===== src/rtl/rem_seq.sv =====
// rem_seq: sequential sign-magnitude remainder (restoring division, one bit per clock).
// Optional quotient output o_quot is enabled by defining REM_QUOT_EN.
`default_nettype none

module rem_seq #(
  parameter int WIDTH = 8
) (
  input  logic             i_clk,
  input  logic             i_rst,
  input  logic             i_start,
  input  logic [WIDTH-1:0] i_A,
  input  logic [WIDTH-1:0] i_B,
  output logic [WIDTH-1:0] o_res,
`ifdef REM_QUOT_EN
  output logic [WIDTH-1:0] o_quot,
`endif
  output logic             o_busy,
  output logic             o_done,
  output logic             o_DZ,
  output logic             o_Z
);

  localparam int M  = WIDTH - 1;
  localparam int CW = $clog2(WIDTH);

  typedef enum logic [1:0] {
    S_IDLE = 2'd0,
    S_CALC = 2'd1,
    S_FIN  = 2'd2
  } state_t;

  state_t         r_state;
  state_t         w_next;
  logic           r_sign;
  logic           r_dz;
  logic [M-1:0]   r_Q;
  logic [M-1:0]   r_R;
  logic [M-1:0]   r_absB;
  logic [CW-1:0]  r_cnt;
  logic [WIDTH-1:0] r_res;
  logic           r_done;
  logic           r_DZ;
  logic           r_Z;
`ifdef REM_QUOT_EN
  logic [WIDTH-1:0] r_quot;
`endif

  logic           w_bz;
  logic [M:0]     w_T;
  logic           w_ge;
  logic [M-1:0]   w_diff;
  logic [M-1:0]   w_fmag;
  logic           w_fsign;

  assign w_bz   = (i_B[M-1:0] == '0);
  // The partial remainder's top bit is always 0 between iterations, so only
  // M bits are stored; the shifted value w_T carries the extra bit.
  assign w_T    = {r_R, r_Q[M-1]};
  assign w_ge   = (w_T >= {1'b0, r_absB});
  assign w_diff = w_T[M-1:0] - r_absB;
  // On the divide-by-zero path Q never shifts, so it still holds |A|.
  assign w_fmag  = r_dz ? r_Q : r_R;
  assign w_fsign = r_sign & (w_fmag != '0);

  always_ff @(posedge i_clk or posedge i_rst) begin
    if (i_rst) r_state <= S_IDLE;
    else       r_state <= w_next;
  end

  always_comb begin
    w_next = r_state;
    o_busy = (r_state != S_IDLE);
    case (r_state)
      S_IDLE: if (i_start) w_next = w_bz ? S_FIN : S_CALC;
      S_CALC: if (r_cnt == CW'(1)) w_next = S_FIN;
      S_FIN:  w_next = S_IDLE;
      default: w_next = S_IDLE;
    endcase
  end

  always_ff @(posedge i_clk or posedge i_rst) begin
    if (i_rst) begin
      r_sign <= 1'b0;
      r_dz   <= 1'b0;
      r_Q    <= '0;
      r_R    <= '0;
      r_absB <= '0;
      r_cnt  <= '0;
      r_res  <= '0;
      r_done <= 1'b0;
      r_DZ   <= 1'b0;
      r_Z    <= 1'b0;
`ifdef REM_QUOT_EN
      r_quot <= '0;
`endif
    end else begin
      r_done <= (r_state == S_FIN);
      case (r_state)
        S_IDLE: begin
          if (i_start) begin
            r_sign <= i_A[M];
            r_Q    <= i_A[M-1:0];
            r_absB <= i_B[M-1:0];
            r_R    <= '0;
            r_cnt  <= CW'(M);
            r_dz   <= w_bz;
          end
        end
        S_CALC: begin
          r_R   <= w_ge ? w_diff : w_T[M-1:0];
          r_Q   <= {r_Q[M-2:0], w_ge};
          r_cnt <= r_cnt - CW'(1);
        end
        S_FIN: begin
          r_res <= {w_fsign, w_fmag};
          r_DZ  <= r_dz;
          r_Z   <= (w_fmag == '0);
`ifdef REM_QUOT_EN
          r_quot <= r_dz ? '0 : {1'b0, r_Q};
`endif
        end
        default: ;
      endcase
    end
  end

  assign o_res  = r_res;
  assign o_done = r_done;
  assign o_DZ   = r_DZ;
  assign o_Z    = r_Z;
`ifdef REM_QUOT_EN
  assign o_quot = r_quot;
`endif

endmodule

`default_nettype wire


===== config.mk =====
export PLATFORM = sky130hd
export DESIGN_NAME = rem_seq
export DESIGN_NICKNAME = d
export VERILOG_FILES = /design/src/rtl/rem_seq.sv
export SDC_FILE = /design/constraint.sdc
export NUM_CORES = 1
export LEC_CHECK = 0
export BUFFER_PORTS_ARGS = -buffer_cell sky130_fd_sc_hd__clkbuf_2
export CAP_MARGIN = 20
export CORE_UTILIZATION = 35
export DETAILED_ROUTE_END_ITERATION = 10
export PLACE_DENSITY = 0.57
export RECOVER_POWER = 25
export SYNTH_ARGS = -nofsm -noshare
export SYNTH_HDL_FRONTEND = slang
export SYNTH_SLANG_ARGS = --single-unit
export TNS_END_PERCENT = 30

===== constraint.sdc =====
create_clock -name i_clk -period 2.65 [get_ports i_clk]
set_input_delay 0.265 -clock i_clk [delete_from_list [all_inputs] [get_ports i_clk]]
set_output_delay 0.265 -clock i_clk [all_outputs]
set_load 0.03 [all_outputs]

======== Word-level counts from Yosys, hierarchy flattened ========
Index checks and enable logic that the tools add are counted.
word-level totals
  flip-flop bits (word level) ............. 39
  logic and storage cells ................. 41
  input bits .............................. 19
  output and inout bits ................... 12
operators by class
  bitwise gates (word level) .............. 1
  add/sub/neg operators ................... 2
  multiplexer cells ....................... 12
  reduce and logical (&&, ||, !) cells .... 9
  $lt $le $gt $ge ......................... 1
  equality and inequality tests ........... 5
operator list
  kind                                                                number
  7-bit 2-to-1 mux                                                    4
  7-bit one-hot mux with 2 select lines                               2
  7-bit zero test                                                     2
  8-bit by 7-bit greater-or-equal comparator with 1-bit output        1
  7-bit nonzero test                                                  1
  7-bit subtractor                                                    1
  2-bit 2-to-1 mux                                                    3
  3-bit one-hot mux with 2 select lines                               1
  2-bit AND reduction                                                 3
  2-bit != test, second input constant                                2
  2-bit one-hot mux with 2 select lines                               1
  2-bit nonzero test                                                  2
  3-bit by 1-bit == test with 1-bit output, second input constant     1
  3-bit 2-to-1 mux                                                    1
  3-bit by 1-bit subtractor with 3-bit output, second input constant  1
  2-bit by 1-bit == test with 1-bit output, second input constant     1
  2-bit == test, second input constant                                1
  2-bit zero test                                                     1
  1-bit AND                                                           1

======== Depth between registers and ports, before layout ========
  depth after elaboration ................. 4
  depth in mapped cells ................... 10
  depth with buffers taken out ............ 9

======== Worst setup path before layout ========
No wires, ideal clock.
  kind .................................... reg-to-reg
  start point ............................. register r_Q[6]
  end point ............................... register r_R[0]
  setup time .............................. 122 ps
  path slack .............................. 299 ps
  buffers on the path ..................... 1
  clock period less this slack ............ 2,351 ps
  arrival ................................. 2,229 ps
  required time ........................... 2,528 ps
  stages on the path, launching flop included .. 11
  path through ............................ dfrtp_1 inv_1 ha_1 inv_1 fa_1 a21o_1 a21oi_4 a31oi_1 buf_6 or3_1 a32o_1
between the ends
  longest elaborated chain between the ends .. 3
  elaborated cells on any way between the ends .. 4
  those cells by class .................... add/sub (1); order compare (1); mux (2)
ends and longest elaborated chain
  item                                                                                              RTL line  source
  start: declaration                                                                                36        logic [M-1:0] r_Q;
  start signal: assignment                                                                          102       r_Q <= i_A[M-1:0];
  start signal: assignment                                                                          111       r_Q <= {r_Q[M-2:0], w_ge};
  7-bit subtractor or 8-bit by 7-bit greater-or-equal comparator with 1-bit output (tied branches)  60, 59
  7-bit 2-to-1 mux *                                                                                110       r_R <= w_ge ? w_diff : w_T[M-1:0];
  7-bit one-hot mux with 2 select lines *                                                           98        case (r_state)
  end signal: assignment                                                                            110
  end: declaration                                                                                  37        logic [M-1:0] r_R;
Every way passes the cells marked *; elsewhere a longest branch is shown, timed or not.
A chain may end at the register's enable or synchronous reset.

======== Final worst setup path ========
  start point ............................. register r_Q[6]
  end point ............................... register r_R[1]
The elaborated chain is that of the path after synthesis.

==> results.md <==
Yosys:
- For this run, the leading register cell type out of synthesis is dfrtp_1.
- Summing every instance area after synthesis gives 0.002138 mm^2.
- The count of flip-flops with a built-in enable after synthesis is 0.
- Synthesis produced a netlist whose cell count is 233.
- The area fraction of the dominant cell type after synthesis is between 40% and 50%.
- Yosys attributes the largest share of cell area to dfrtp_1 (46%), nand2_1 (7.0%), o21ai_0 (5.6%).
- Ranked by instance count, the synthesized netlist is headed by nand2_1 (40), dfrtp_1 (39), o21ai_0 (24), inv_1 (15), nor2_1 (12).
- The synthesis-stage register bit count is 39.
- After synthesis, the mean cell area works out to between 9 and 10 um^2.
- The synthesized design spends more area on one cell type than any other, namely dfrtp_1.
- In the post-synthesis netlist, the cell with the most instances is nand2_1.
- Of the synthesized area, sequential elements account for 45.64%.
- The count of cell types in the netlist is 41.
- During synthesis, Yosys emitted a total of 0 warnings.
- Synthesis produced a netlist with a net count of about 260.
- The async set-reset flop share out of synthesis is between 90% and 100%.

Clocking:
- The root cell of the clock tree is clkbuf_8.
- After clock tree synthesis, the clock-pin slew on the worst setup and hold paths is ~0.080 ns.
- For this design, the sink count on the clock tree is 39.
- TritonCTS built the clock tree.
- The clock insertion delay at the later pin of the skew report is 0.30 ns.
- The worst-case clock buffer depth is 2.
- The H-tree depth is 2.
- Clock tree synthesis inserted a total of 5 buffers.
- Buffers inserted to repair hold after CTS numbered 0.

STA:
- The final total negative setup slack is 0 ns.
- The transition at the pin with the smallest max-transition slack is 2.092 ns.
- The smallest hold slack is between 0.15 and 0.2 ns.
- Clock skew on the completed layout was measured at 0.005155 ns.
- The number of hold-slack violations in the final timing report is 0.
- The worst pin sits at a relative slew slack of -39.44%.
- Setup violations remaining at the end of the flow were counted as 0.
- The number of pins with negative max-slew slack in the final report was 40.
- Setup repair after global routing left no endpoint under its margin.
- The timing-limited maximum frequency is 404.1 MHz.
- After layout, the worst path uses 93.39% of the clock period.
- The minimum clock period is 2.475 ns.

Pwr:
- The internal portion of the total power is 0.001940 W.
- The switching power total is 0.001463 W.
- Registers are responsible for 31.6% of the overall power.
- The power per unit of standard cell area is 1367 mW/mm^2.
- The peak supply drop is ~0.56 mV.
- Overall power consumption after layout is estimated at 0.003403 W.
- The share of total power in combinational logic is a little over half.
- The leakage power figure is between 1 and 1.5 nW.
- The relative contribution of the clock network to total power is 14.9%.
- Of the total power, the share spent switching nets is 43.00%.

Status:
- The checks that failed: max-capacitance violations, max-slew violations.
- The flow ran to the end, but the final reports show violations.

Cells and area:
- The area growth from synthesis to layout is 16.44%.
- After the last flow step, the layout net total stands at between 200 and 300.
- 0 antenna diodes ended up in the layout.
- The fraction of final layout cells sized beyond drive strength 1 is between 20 and 25%.

Run:
- Across the run, the number of max-cap violations was 1.

Worst setup path:
- The slowest stage of the critical path is the dfrtp_1 cell.
- The biggest cell delay along the critical path is 0.41 ns.
- The data arrival time of the worst path is 2.65 ns.
- The type of origin of the critical path is a flop.
- The combined buffer and inverter count along the critical path is 2.
- The slack of the worst reg-to-reg path is between 0.15 and 0.2 ns.
- The critical path goes through inv_1 -> ha_1 -> inv_1 -> fa_1 -> a21o_1 -> a21oi_4 -> a31oi_2 -> or2_4 -> a311o_1.
- The class of the most critical setup path is reg -> reg.
- For the worst setup path, the data required time is approximately 2.8 ns.
- The worst setup path is captured at a flop.
- The cell type group with the largest total delay on the critical path is compound AO/OA/AOI/OAI gates.
- The largest fanout of any net on the critical path is 7.
- The cell that appears most often on the critical path is inv_1.

Global routing:
- Global routing consumed, over all layers together, 15.67% of the routing resources.
- The first global-routing pass estimated 7624 um of wire.
- The leftover overflow at the end of global routing is 0.
- The number of antenna violations at the first check in global routing is 0.
- The number of global-route vias before repair is 1,625.
- The maximum number of pins on one net before global-route repair is 40.

Die:
- The horizontal die dimension is 80.16 um.
- The die covers 0.006426 mm^2.
- The number of top-level pins is 31.
- The number of standard-cell rows in the floorplan is 28.
- The overall die height is 80.16 um.
- For this configuration, the core starts out at a cell density of 36.12%.
- After floorplanning, the core was sized to cover a little under 0.006 mm^2.

Placement:
- At the end of routability-driven placement, the weighted congestion stood at 0.8052.
- Input and output buffers added on the ports amount to 29.
- Summed over all nets, the half-perimeter wirelength after detailed placement is about 3400 um.

Hold path:
- The classification of the worst-slack hold path is in -> reg.

Drt:
- After detailed routing, the number of vias per cell comes to 5.112.
- The first-pass iteration count of the detailed router is 4.
- Wires add up to between 4000 and 5000 um.
- The total via count in the routed design is between 1,500 and 2,000.
- The count of nets left with antenna violations once routing finished came out at 0.
- The routed length per instance is 13.61 um.
- The post-detailed-route DRC marker count is 0.
- For this block, the initial DRC count from the detailed router was 58.
## repair_timing
action                                  4_1_cts  5_1_grt
buffers inserted                              0        0
endpoints found under the setup margin        0        1
endpoints found under the hold margin         0        0
resized for setup                             0        2
## worst paths after layout
| path | depth (start not counted) | start | endpoint |
|---|---|---|---|
| min | 3 | i_B[3] | r_absB[3] |
| max reg2reg | 9 | r_Q[6] | r_R[1] |
| min in group asynchronous | 3 | i_rst | o_res[1] |
| min reg2reg | 2 | o_res[5] | o_res[5] |
| max | 9 | r_Q[6] | r_R[1] |
| max in group asynchronous | 3 | i_rst | r_state[1] |
## per-layer routing
layer  track usage (%)  vias up  part of all wire [%]
li1                  -      873                     -
met1             20.16      819                    49
met2             25.73       36                    47
met3             3.864        5                   3.3
met4             5.000        0                  0.91
met5                 0        -                     0
## cell families after synthesis
| group | after synthesis | synth area share, % |
|---|---|---|
| and+or+nand+nor | 83 | 18.49 |
| muxes | 13 | 6.320 |
| DFF | 39 | 45.64 |
| buffers and inverters | 28 | 5.324 |
| AOI/OAI and AO/OA | 57 | 16.79 |
| xor gates and xnor gates | 3 | 1.229 |
| adders and majority gates | 10 | 6.203 |
## flip-flops by register name, summed over array words and instances (netlist names)
register and cells:
r_dz 1, r_absB 7, o_DZ 1, r_R 7, o_done 1, o_res 8, r_state 2, r_cnt 3
r_sign 1, r_Q 7, o_Z 1
## power by group through the flow
stage | clock network (W) | registers (W) | logic (W)
6_report | 0.000506 | 0.00108 | 0.00182
5_1_grt | 0.000546 | 0.00111 | 0.00206
4_1_cts | 0.000521 | 0.00108 | 0.00180
3_5_place_dp | 0 | 0.00109 | 0.00179
3_3_place_gp | 0 | 0.00108 | 0.00178
2_1_floorplan | 0 | 0.00110 | 0.00137
## stage by stage
stage | util [%] | instance area [um^2] | instances | worst slack [ns]
finish | 42.05 | 2490 | 339 | 0.1752
global route | 42.05 | 2490 | 339 | 0.06156
CTS | 41.97 | 2485 | 339 | 0.09786
detailed placement | 40.07 | 2372 | 331 | 0.1333
global placement | 40.07 | 2372 | 331 | 0.1495
floorplan | - | 2138 | 233 | 0.2992
## area by class of cell
class	count	area, um^2
Fill cell	604	3431
Multi-Input combinational cell	166	1057
Sequential cell	39	975.9
Timing Repair Buffer	36	193.9
Tap cell	75	93.84
Clock buffer	5	68.82
Inverter	15	56.30
Clock inverter	3	43.79
## tightest hold or removal path, cell delays in order
cell and delay (ns):
clkbuf_2 0.08, nand2_1 0.04, o21ai_0 0.06
## placed cells by master, fill, tap and decap left out, types with 3 or more instances in the layout
| cell | instances |
|---|---|
| nor2b_1 | 3 |
| dfrtp_1 | 39 |
| inv_1 | 15 |
| ha_1 | 9 |
| o21ai_0 | 24 |
| clkbuf_8 | 5 |
| buf_4 | 6 |
| clkbuf_2 | 29 |
| mux2_2 | 4 |
| or3_1 | 5 |
| mux2i_1 | 9 |
| nor2_1 | 12 |
| o211ai_1 | 5 |
| nand2_1 | 40 |
| nor4_1 | 4 |
| a21oi_1 | 8 |
| a31oi_1 | 7 |
| nand2b_1 | 5 |
Power figures use the tool's default switching activity.
